`src/rtl/posit_encoder_8_pkg.sv`:
```
// Shared posit definitions: widths, the field bundle handed to the packer, and special encodings.
package posit_encoder_8_pkg;

    localparam int N  = 8;
    localparam int ES = 4;
    localparam int BS = $clog2(N);
    localparam int SW = ES + BS + 2;
    localparam int FW = N;

    // Regime index limits; anything outside saturates
    localparam int K_MAX = N - 2;
    localparam int K_MIN = -(N - 1);

    typedef struct packed {
        logic                 sign;
        logic                 inf;
        logic                 zero;
        logic signed [SW-1:0] scale;
        logic [FW-1:0]        frac;
        logic                 sticky;
    } posit_fields_t;

    localparam logic [N-1:0] NAR    = {1'b1, {(N-1){1'b0}}};
    localparam logic [N-1:0] MAXPOS = {1'b0, {(N-1){1'b1}}};
    localparam logic [N-1:0] MINPOS = {{(N-1){1'b0}}, 1'b1};

endpackage

```
`src/rtl/posit_encoder_8_if.sv`:
```
// Operand/result bundle for the posit packer.
interface posit_encoder_8_if;

    logic                 start;
    logic                 sign;
    logic                 in_inf;
    logic                 in_zero;
    logic signed [8:0]    scale;
    logic [7:0]           frac;
    logic                 sticky;
    logic [7:0]           result;
    logic                 inf;
    logic                 zero;
    logic                 done;

    modport master (
        output start, sign, in_inf, in_zero, scale, frac, sticky,
        input  result, inf, zero, done
    );

    modport slave (
        input  start, sign, in_inf, in_zero, scale, frac, sticky,
        output result, inf, zero, done
    );

endinterface

```
`src/rtl/DSR_right_N_S.sv`:
```
// Logarithmic logical right shifter: c = a >> b.
module DSR_right_N_S #(
    parameter int N = 16,
    parameter int S = 4
) (
    input  logic [N-1:0] a,
    input  logic [S-1:0] b,
    output logic [N-1:0] c
);

    // One conditional power-of-two shift per bit of the shift amount
    always_comb begin
        c = a;
        for (int unsigned i = 0; i < S; i++) begin
            if (b[i]) c = c >> (1 << i);
        end
    end

endmodule

```
`src/rtl/posit_encoder_8.sv`:
```
// Three-stage posit packer: split scale, build regime string, round and apply sign.
module posit_encoder_8 (
    input  logic               clk,
    input  logic               rst,
    posit_encoder_8_if.slave   bus
);

    import posit_encoder_8_pkg::*;

    localparam int TW  = 2 * N;
    localparam int KW  = BS + 1;
    localparam int PAD = TW - 1 - ES - FW;
    localparam logic [TW-1:0] ONES = '1;

    // ---------------- S1 ----------------
    posit_fields_t        in_f;
    logic signed [SW-1:0] k_in;
    logic signed [KW-1:0] k_clamped;
    logic                 sat_hi_in, sat_lo_in;

    logic                 v1_q, sign1_q, inf1_q, zero1_q, sathi1_q, satlo1_q, sticky1_q;
    logic signed [KW-1:0] k1_q;
    logic [ES-1:0]        e1_q;
    logic [FW-1:0]        frac1_q;

    // Floor-divide scale into regime index and detect saturation
    always_comb begin
        in_f      = '{sign: bus.sign, inf: bus.in_inf, zero: bus.in_zero,
                      scale: bus.scale, frac: bus.frac, sticky: bus.sticky};
        k_in      = $signed(in_f.scale) >>> ES;
        sat_hi_in = (k_in >= SW'(K_MAX));
        sat_lo_in = (k_in <= SW'(K_MIN));
        k_clamped = sat_hi_in ? KW'(K_MAX) : (sat_lo_in ? KW'(K_MIN) : k_in[KW-1:0]);
    end

    // Stage 1 register: operand capture
    always_ff @(posedge clk) begin
        if (rst) v1_q <= 1'b0;
        else     v1_q <= bus.start;
        if (bus.start) begin
            sign1_q   <= in_f.sign;
            inf1_q    <= in_f.inf;
            zero1_q   <= in_f.zero;
            sathi1_q  <= sat_hi_in;
            satlo1_q  <= sat_lo_in;
            k1_q      <= k_clamped;
            e1_q      <= in_f.scale[ES-1:0];
            frac1_q   <= in_f.frac;
            sticky1_q <= in_f.sticky;
        end
    end

    // ---------------- S2 ----------------
    logic            k_neg, lost;
    logic [BS-1:0]   r;
    logic [TW-1:0]   tmp0, shifted, tmp;
    logic [N-2:0]    mag_d;
    logic            guard_d, st_d;

    logic            v2_q, sign2_q, inf2_q, zero2_q, sathi2_q, satlo2_q, guard2_q, st2_q;
    logic [N-2:0]    mag2_q;

    DSR_right_N_S #(.N(TW), .S(BS)) u_regime_shift (
        .a (tmp0),
        .b (r),
        .c (shifted)
    );

    // Terminator, exponent and fraction shifted under the regime run; the run bits are OR'd in
    always_comb begin
        k_neg = k1_q[KW-1];
        r     = k_neg ? BS'(-k1_q) : BS'(k1_q + KW'(1));
        tmp0  = {k_neg, e1_q, frac1_q, {PAD{1'b0}}};
        tmp   = shifted | (k_neg ? '0 : ~(ONES >> r));
        // bits pushed off the bottom of the shifter still count toward sticky
        lost  = |(tmp0 & ~(ONES << r));
        mag_d   = tmp[TW-1 -: N-1];
        guard_d = tmp[TW-N];
        st_d    = (|tmp[TW-N-1:0]) | sticky1_q | lost;
    end

    // Stage 2 register: unrounded magnitude plus rounding bits
    always_ff @(posedge clk) begin
        if (rst) v2_q <= 1'b0;
        else     v2_q <= v1_q;
        if (v1_q) begin
            sign2_q  <= sign1_q;
            inf2_q   <= inf1_q;
            zero2_q  <= zero1_q;
            sathi2_q <= sathi1_q;
            satlo2_q <= satlo1_q;
            mag2_q   <= mag_d;
            guard2_q <= guard_d;
            st2_q    <= st_d;
        end
    end

    // ---------------- S3 ----------------
    logic [N-1:0] rounded;
    logic [N-2:0] mag_fin;
    logic [N-1:0] result_d;
    logic         inf_d, zero_d;

    logic [N-1:0] result_q;
    logic         inf_q, zero_q, done_q;

    // Round to nearest even, clamp away from zero/NaR, then apply specials and sign
    always_comb begin
        rounded = {1'b0, mag2_q} + N'(guard2_q & (st2_q | mag2_q[0]));
        if (sathi2_q)                  mag_fin = MAXPOS[N-2:0];
        else if (satlo2_q)             mag_fin = MINPOS[N-2:0];
        else if (rounded[N-1])         mag_fin = MAXPOS[N-2:0];
        else if (rounded[N-2:0] == '0) mag_fin = MINPOS[N-2:0];
        else                           mag_fin = rounded[N-2:0];
        result_d = sign2_q ? -{1'b0, mag_fin} : {1'b0, mag_fin};
        inf_d    = 1'b0;
        zero_d   = 1'b0;
        if (inf2_q) begin
            result_d = NAR;
            inf_d    = 1'b1;
        end else if (zero2_q) begin
            result_d = '0;
            zero_d   = 1'b1;
        end
    end

    // Stage 3 register: outputs hold until the next valid result
    always_ff @(posedge clk) begin
        if (rst) begin
            done_q   <= 1'b0;
            result_q <= '0;
            inf_q    <= 1'b0;
            zero_q   <= 1'b0;
        end else begin
            done_q <= v2_q;
            if (v2_q) begin
                result_q <= result_d;
                inf_q    <= inf_d;
                zero_q   <= zero_d;
            end
        end
    end

    assign bus.result = result_q;
    assign bus.inf    = inf_q;
    assign bus.zero   = zero_q;
    assign bus.done   = done_q;

endmodule
```
`src/flat_wrapper.sv`:
```
// flat-port wrapper written by rule: the top's interface ports become plain ports
module posit_encoder_8_flat import posit_encoder_8_pkg::*;
  (clk, rst, bus_start, bus_sign, bus_in_inf, bus_in_zero, bus_scale, bus_frac, bus_sticky, bus_result, bus_inf, bus_zero, bus_done);
  posit_encoder_8_if bus_i ();
  input  logic clk;
  input  logic rst;
  input wire logic [$bits(bus_i.start)-1:0] bus_start;
  input wire logic [$bits(bus_i.sign)-1:0] bus_sign;
  input wire logic [$bits(bus_i.in_inf)-1:0] bus_in_inf;
  input wire logic [$bits(bus_i.in_zero)-1:0] bus_in_zero;
  input wire logic [$bits(bus_i.scale)-1:0] bus_scale;
  input wire logic [$bits(bus_i.frac)-1:0] bus_frac;
  input wire logic [$bits(bus_i.sticky)-1:0] bus_sticky;
  output wire logic [$bits(bus_i.result)-1:0] bus_result;
  output wire logic [$bits(bus_i.inf)-1:0] bus_inf;
  output wire logic [$bits(bus_i.zero)-1:0] bus_zero;
  output wire logic [$bits(bus_i.done)-1:0] bus_done;
  assign bus_i.start = bus_start;
  assign bus_i.sign = bus_sign;
  assign bus_i.in_inf = bus_in_inf;
  assign bus_i.in_zero = bus_in_zero;
  assign bus_i.scale = bus_scale;
  assign bus_i.frac = bus_frac;
  assign bus_i.sticky = bus_sticky;
  assign bus_result = bus_i.result;
  assign bus_inf = bus_i.inf;
  assign bus_zero = bus_i.zero;
  assign bus_done = bus_i.done;
  posit_encoder_8 u_core (.clk(clk), .rst(rst), .bus(bus_i));
endmodule
```
`config.mk`:
```
export PLATFORM = sky130hd
export DESIGN_NAME = posit_encoder_8_flat
export DESIGN_NICKNAME = d
export VERILOG_FILES = /design/src/rtl/posit_encoder_8_pkg.sv /design/src/rtl/posit_encoder_8_if.sv /design/src/rtl/DSR_right_N_S.sv /design/src/rtl/posit_encoder_8.sv /design/src/flat_wrapper.sv
export SDC_FILE = /design/constraint.sdc
export NUM_CORES = 1
export LEC_CHECK = 0
export BUFFER_PORTS_ARGS = -buffer_cell sky130_fd_sc_hd__buf_2
export CAP_MARGIN = 0
export CORE_MARGIN = 4
export CORE_UTILIZATION = 51
export DETAILED_ROUTE_END_ITERATION = 6
export PLACE_DENSITY = 0.75
export SLEW_MARGIN = 10
export SYNTH_ARGS = -nofsm -noshare
export SYNTH_HDL_FRONTEND = slang
export SYNTH_SLANG_ARGS = --single-unit
export TNS_END_PERCENT = 50
```
`constraint.sdc`:
```
create_clock -name clk -period 2.8 [get_ports clk]
set_input_delay 0.28 -clock clk [delete_from_list [all_inputs] [get_ports clk]]
set_output_delay 0.28 -clock clk [all_outputs]
set_load 0.02 [all_outputs]
```
==> impl_results.md <==
- Most frequent cell on the critical path: ha_2
- Antenna cells: 0
- Largest family of logic cells by synthesized area: compound AO/OA/AOI/OAI gates
- Crit start category: register
- Layout Utilization: 0.608
- FF-to-FF Start: u_core.mag2_q[0]
- Synthesis-stage register bit count: 49
- Simple-Gate Fraction of Synth Area: 0.157
- Initial DRC count: 67
- Register area share after synthesis: 0.524
- Worst endpoint required time: 2980 ps
- Reg2reg path depth: 12
- Rel. slew slack: 0.353
- Least-Margin Pin Slew: 963 ps
- Proportion of layout cells with a drive suffix above 1: 0.251
- Class of the worst hold path: input pin to register
- Gpl congestion: 0.799
- Tmin final: 2770 ps
- Max Clk Rate: 0.361 GHz
- TritonCTS clock tree: yes
- Drt total wl: 4280 µm
- Wire length of the first global-routing pass: 7350 µm
- Dpl hpwl: 3150 µm
- Antenna Nets Post-Route: 0
- WL/cell: 12.4 µm
- Crit-path cells: o21a_1, ha_2, ha_4, a311oi_2, a31oi_1, or4b_4, nor2_4, nor2_2, ha_2, a31o_2, xnor2_1, o21ai_1
- Status: completed
- Hold_sp: bus_scale[3]
- Critical Path Max Stage Delay: 580 ps
- Worst-path maximum fanout: 3
- Worst endpoint data arrival time: 2950 ps
- Clock-pin transition on the worst setup and hold timing paths: 90 ps
- Synth Area in Compound Gates: 0.167
- DR vias/cell: 5.42
- Final Setup Violations: 0
- Total GRT Usage: 0.145
- Kind of critical path: register to register
- TritonRoute pass-1 iters: 4
- Setup TNS Final: 0 ps
- Number of global-route vias before repair: 1,681
- CTS sink count: 49
- DRC: 0
- Initial core utilization: 0.535
- Syn Inst Count: 246
- Site Rows: 25
- Nets: 308
- Crit-path slowest cell: or4b_4
- Port Buf Inserts: 34
- Post-synthesis cell type count: 47
- Xor/xnor share of the synthesized area: 0.0274
- Multi-input gate area: 1130 µm²
- DIE HEIGHT: 78.9 µm
- Dpl cells: 336
- Die X: 78.9 µm
- Core Region: 4790 µm²
- Reg area: 1340 µm²
- GR Overflow Total: 0
- Ys async rst share: 0
- CTS root buffer: clkbuf_8
- VDD IR-drop max: 0.367 mV
- Hold path depth: 1
- Fillers: 412
- Cell Pwr Density: 566 nW/µm²
- Syn Nets: 276
- Largest net degree at the start of global routing: 24
- Synthesized area: 2560 µm²
- Hold-fix buffers, CTS: 0
- Die area: 6220 µm²
- LEAKAGE: 1.12 nW
- Synth Area per Inst: 10.4 µm²
- Clock Latency Late Sink: 290 ps
- Max cap viols: 0
- Final std cells w/o fill: 346
- Unrepaired setup endpoints after global routing: true
- Skew final: 6.91 ps
- Antenna violations before repair: 0
- Post-synthesis mux area share: 0.0401
- Routed via count: 1,874
- Slew Limit Fails: 0
- Primary FF master, synth: edfxtp_1
- CP endpoint kind: register
- IO Count: 35
- Syn. warnings: 0
- Final Cycle Share: 0.989
- Total CTS buffers: 5
- Adder-cell area share of the yosys netlist: 0.0371
- Clk buf depth: 2
- Fin worst setup slack: 30.9 ps
- Placement Setup Slack: 4.06 ps
- P&R area growth vs syn: 13.6%
- Power Total: 1.65 mW
- Crit path from: u_core.mag2_q[0]
- H-tree depth: 2
- Final hold viol count: 0
- EDFF count, synth: 36
==> critical path: cells and delay by family, from the launching register on <==
kind,cells,cell delay (ps)
flip-flops,1,410
AND/OR/NAND/NOR,3,760
adder cells (fa/ha/maj),3,570
AO/OA/AOI/OAI,5,820
XOR/XNOR,1,130
==> layout make-up <==
type,count,share of cell area
clock buffer,5,0.0237
clock inverter,3,0.00731
inverter,10,0.0129
multi-input combinational,171,0.390
sequential,49,0.461
tap,67,0.0288
timing repair buffer,41,0.0766
==> synthesized netlist by cell type, types with 4 or more instances <==
| library cell | number | share of area |
|---|---|---|
| mux2i_1 | 8 | 0.031 |
| o21ai_1 | 5 | 0.0098 |
| nand3_1 | 4 | 0.0078 |
| o21ai_0 | 10 | 0.020 |
| nor3_1 | 8 | 0.016 |
| a211oi_1 | 4 | 0.012 |
| ha_1 | 6 | 0.029 |
| edfxtp_1 | 36 | 0.42 |
| inv_1 | 10 | 0.015 |
| nor2b_1 | 9 | 0.022 |
| xnor2_1 | 6 | 0.021 |
| nor2_1 | 20 | 0.029 |
| a21oi_1 | 23 | 0.045 |
| o22ai_1 | 5 | 0.012 |
| clkbuf_1 | 11 | 0.016 |
| a31o_2 | 4 | 0.014 |
| nand2_1 | 16 | 0.023 |
| dfxtp_1 | 13 | 0.10 |
==> state kept, by name, indices dropped and copies added, names as in the netlist, 4 cells and up <==
| register | cells |
|---|---|
| u_core.bus.result | 8 |
| u_core.frac1_q | 8 |
| u_core.mag2_q | 7 |
| u_core.e1_q | 4 |
| u_core.k1_q | 4 |
==> through the flow <==
stage	hold slack, ps	cell area (µm²)
4_1_cts	148	2860
3_5_place_dp	405	2770
3_3_place_gp	403	2770
2_1_floorplan	379	2560
6_report	157	2910
5_1_grt	142	2910
==> where the power goes <==
| group | switching [mW] | total (mW) | internal, mW |
|---|---|---|---|
| clock network | 0.232 | 0.409 | 0.177 |
| registers | 0.0602 | 0.909 | 0.848 |
| logic | 0.179 | 0.330 | 0.151 |
==> metal layers <==
layer	track usage	part of all wire	vias to the layer above
li1	-	-	963
met1	0.191	0.46	868
met2	0.250	0.49	39
met3	0.0238	0.041	4
met4	0.0344	0.0089	0
met5	0	0	-
==> repair_timing <==
item,4_1_cts,5_1_grt
endpoints found under the hold margin,0,0
pin swaps,1,10
resized for setup,0,9
setup buffers,0,2
setup endpoints to repair,1,4
==> worst paths after layout <==
path / to / slack [ps]
max: u_core.bus.result[4] / 30
min: u_core.e1_q[3] / 160
max reg2reg: u_core.bus.result[4] / 30
min reg2reg: u_core.inf2_q / 430
==> kinds of logic after synthesis <==
group / count (synthesis)
DFF: 49
muxes: 10
buffers and inverters: 26
adders and majority gates: 8
xor gates and xnor gates: 8
and+or+nand+nor: 77
AOI/OAI and AO/OA: 68
==> layout by cell type, fill, tap and decap left out, types with 2 or more instances in the layout <==
cell type and instances:
or2_2 3, edfxtp_1 36, mux2_2 2, o21bai_1 2, nor3_1 8, o21a_1 3, o21ai_0 9, inv_1 10
nor2b_1 9, ha_1 3, dfxtp_1 13, xor2_1 2, o31ai_1 2, clkbuf_8 5, a31oi_1 2, nand4_1 2
a21oi_1 23, and3_1 3, ha_2 2, xnor2_1 6, nand2_1 16, o22ai_1 5, maj3_1 2, o21ai_1 6
buf_4 7, a211o_1 2, nand2b_1 3, a31o_2 4, nor2_2 2, nand3_1 4, nor2_1 17, buf_2 34
mux2i_1 8, a211oi_1 4, nor3b_1 2
(Power assumes the default switching activity.)
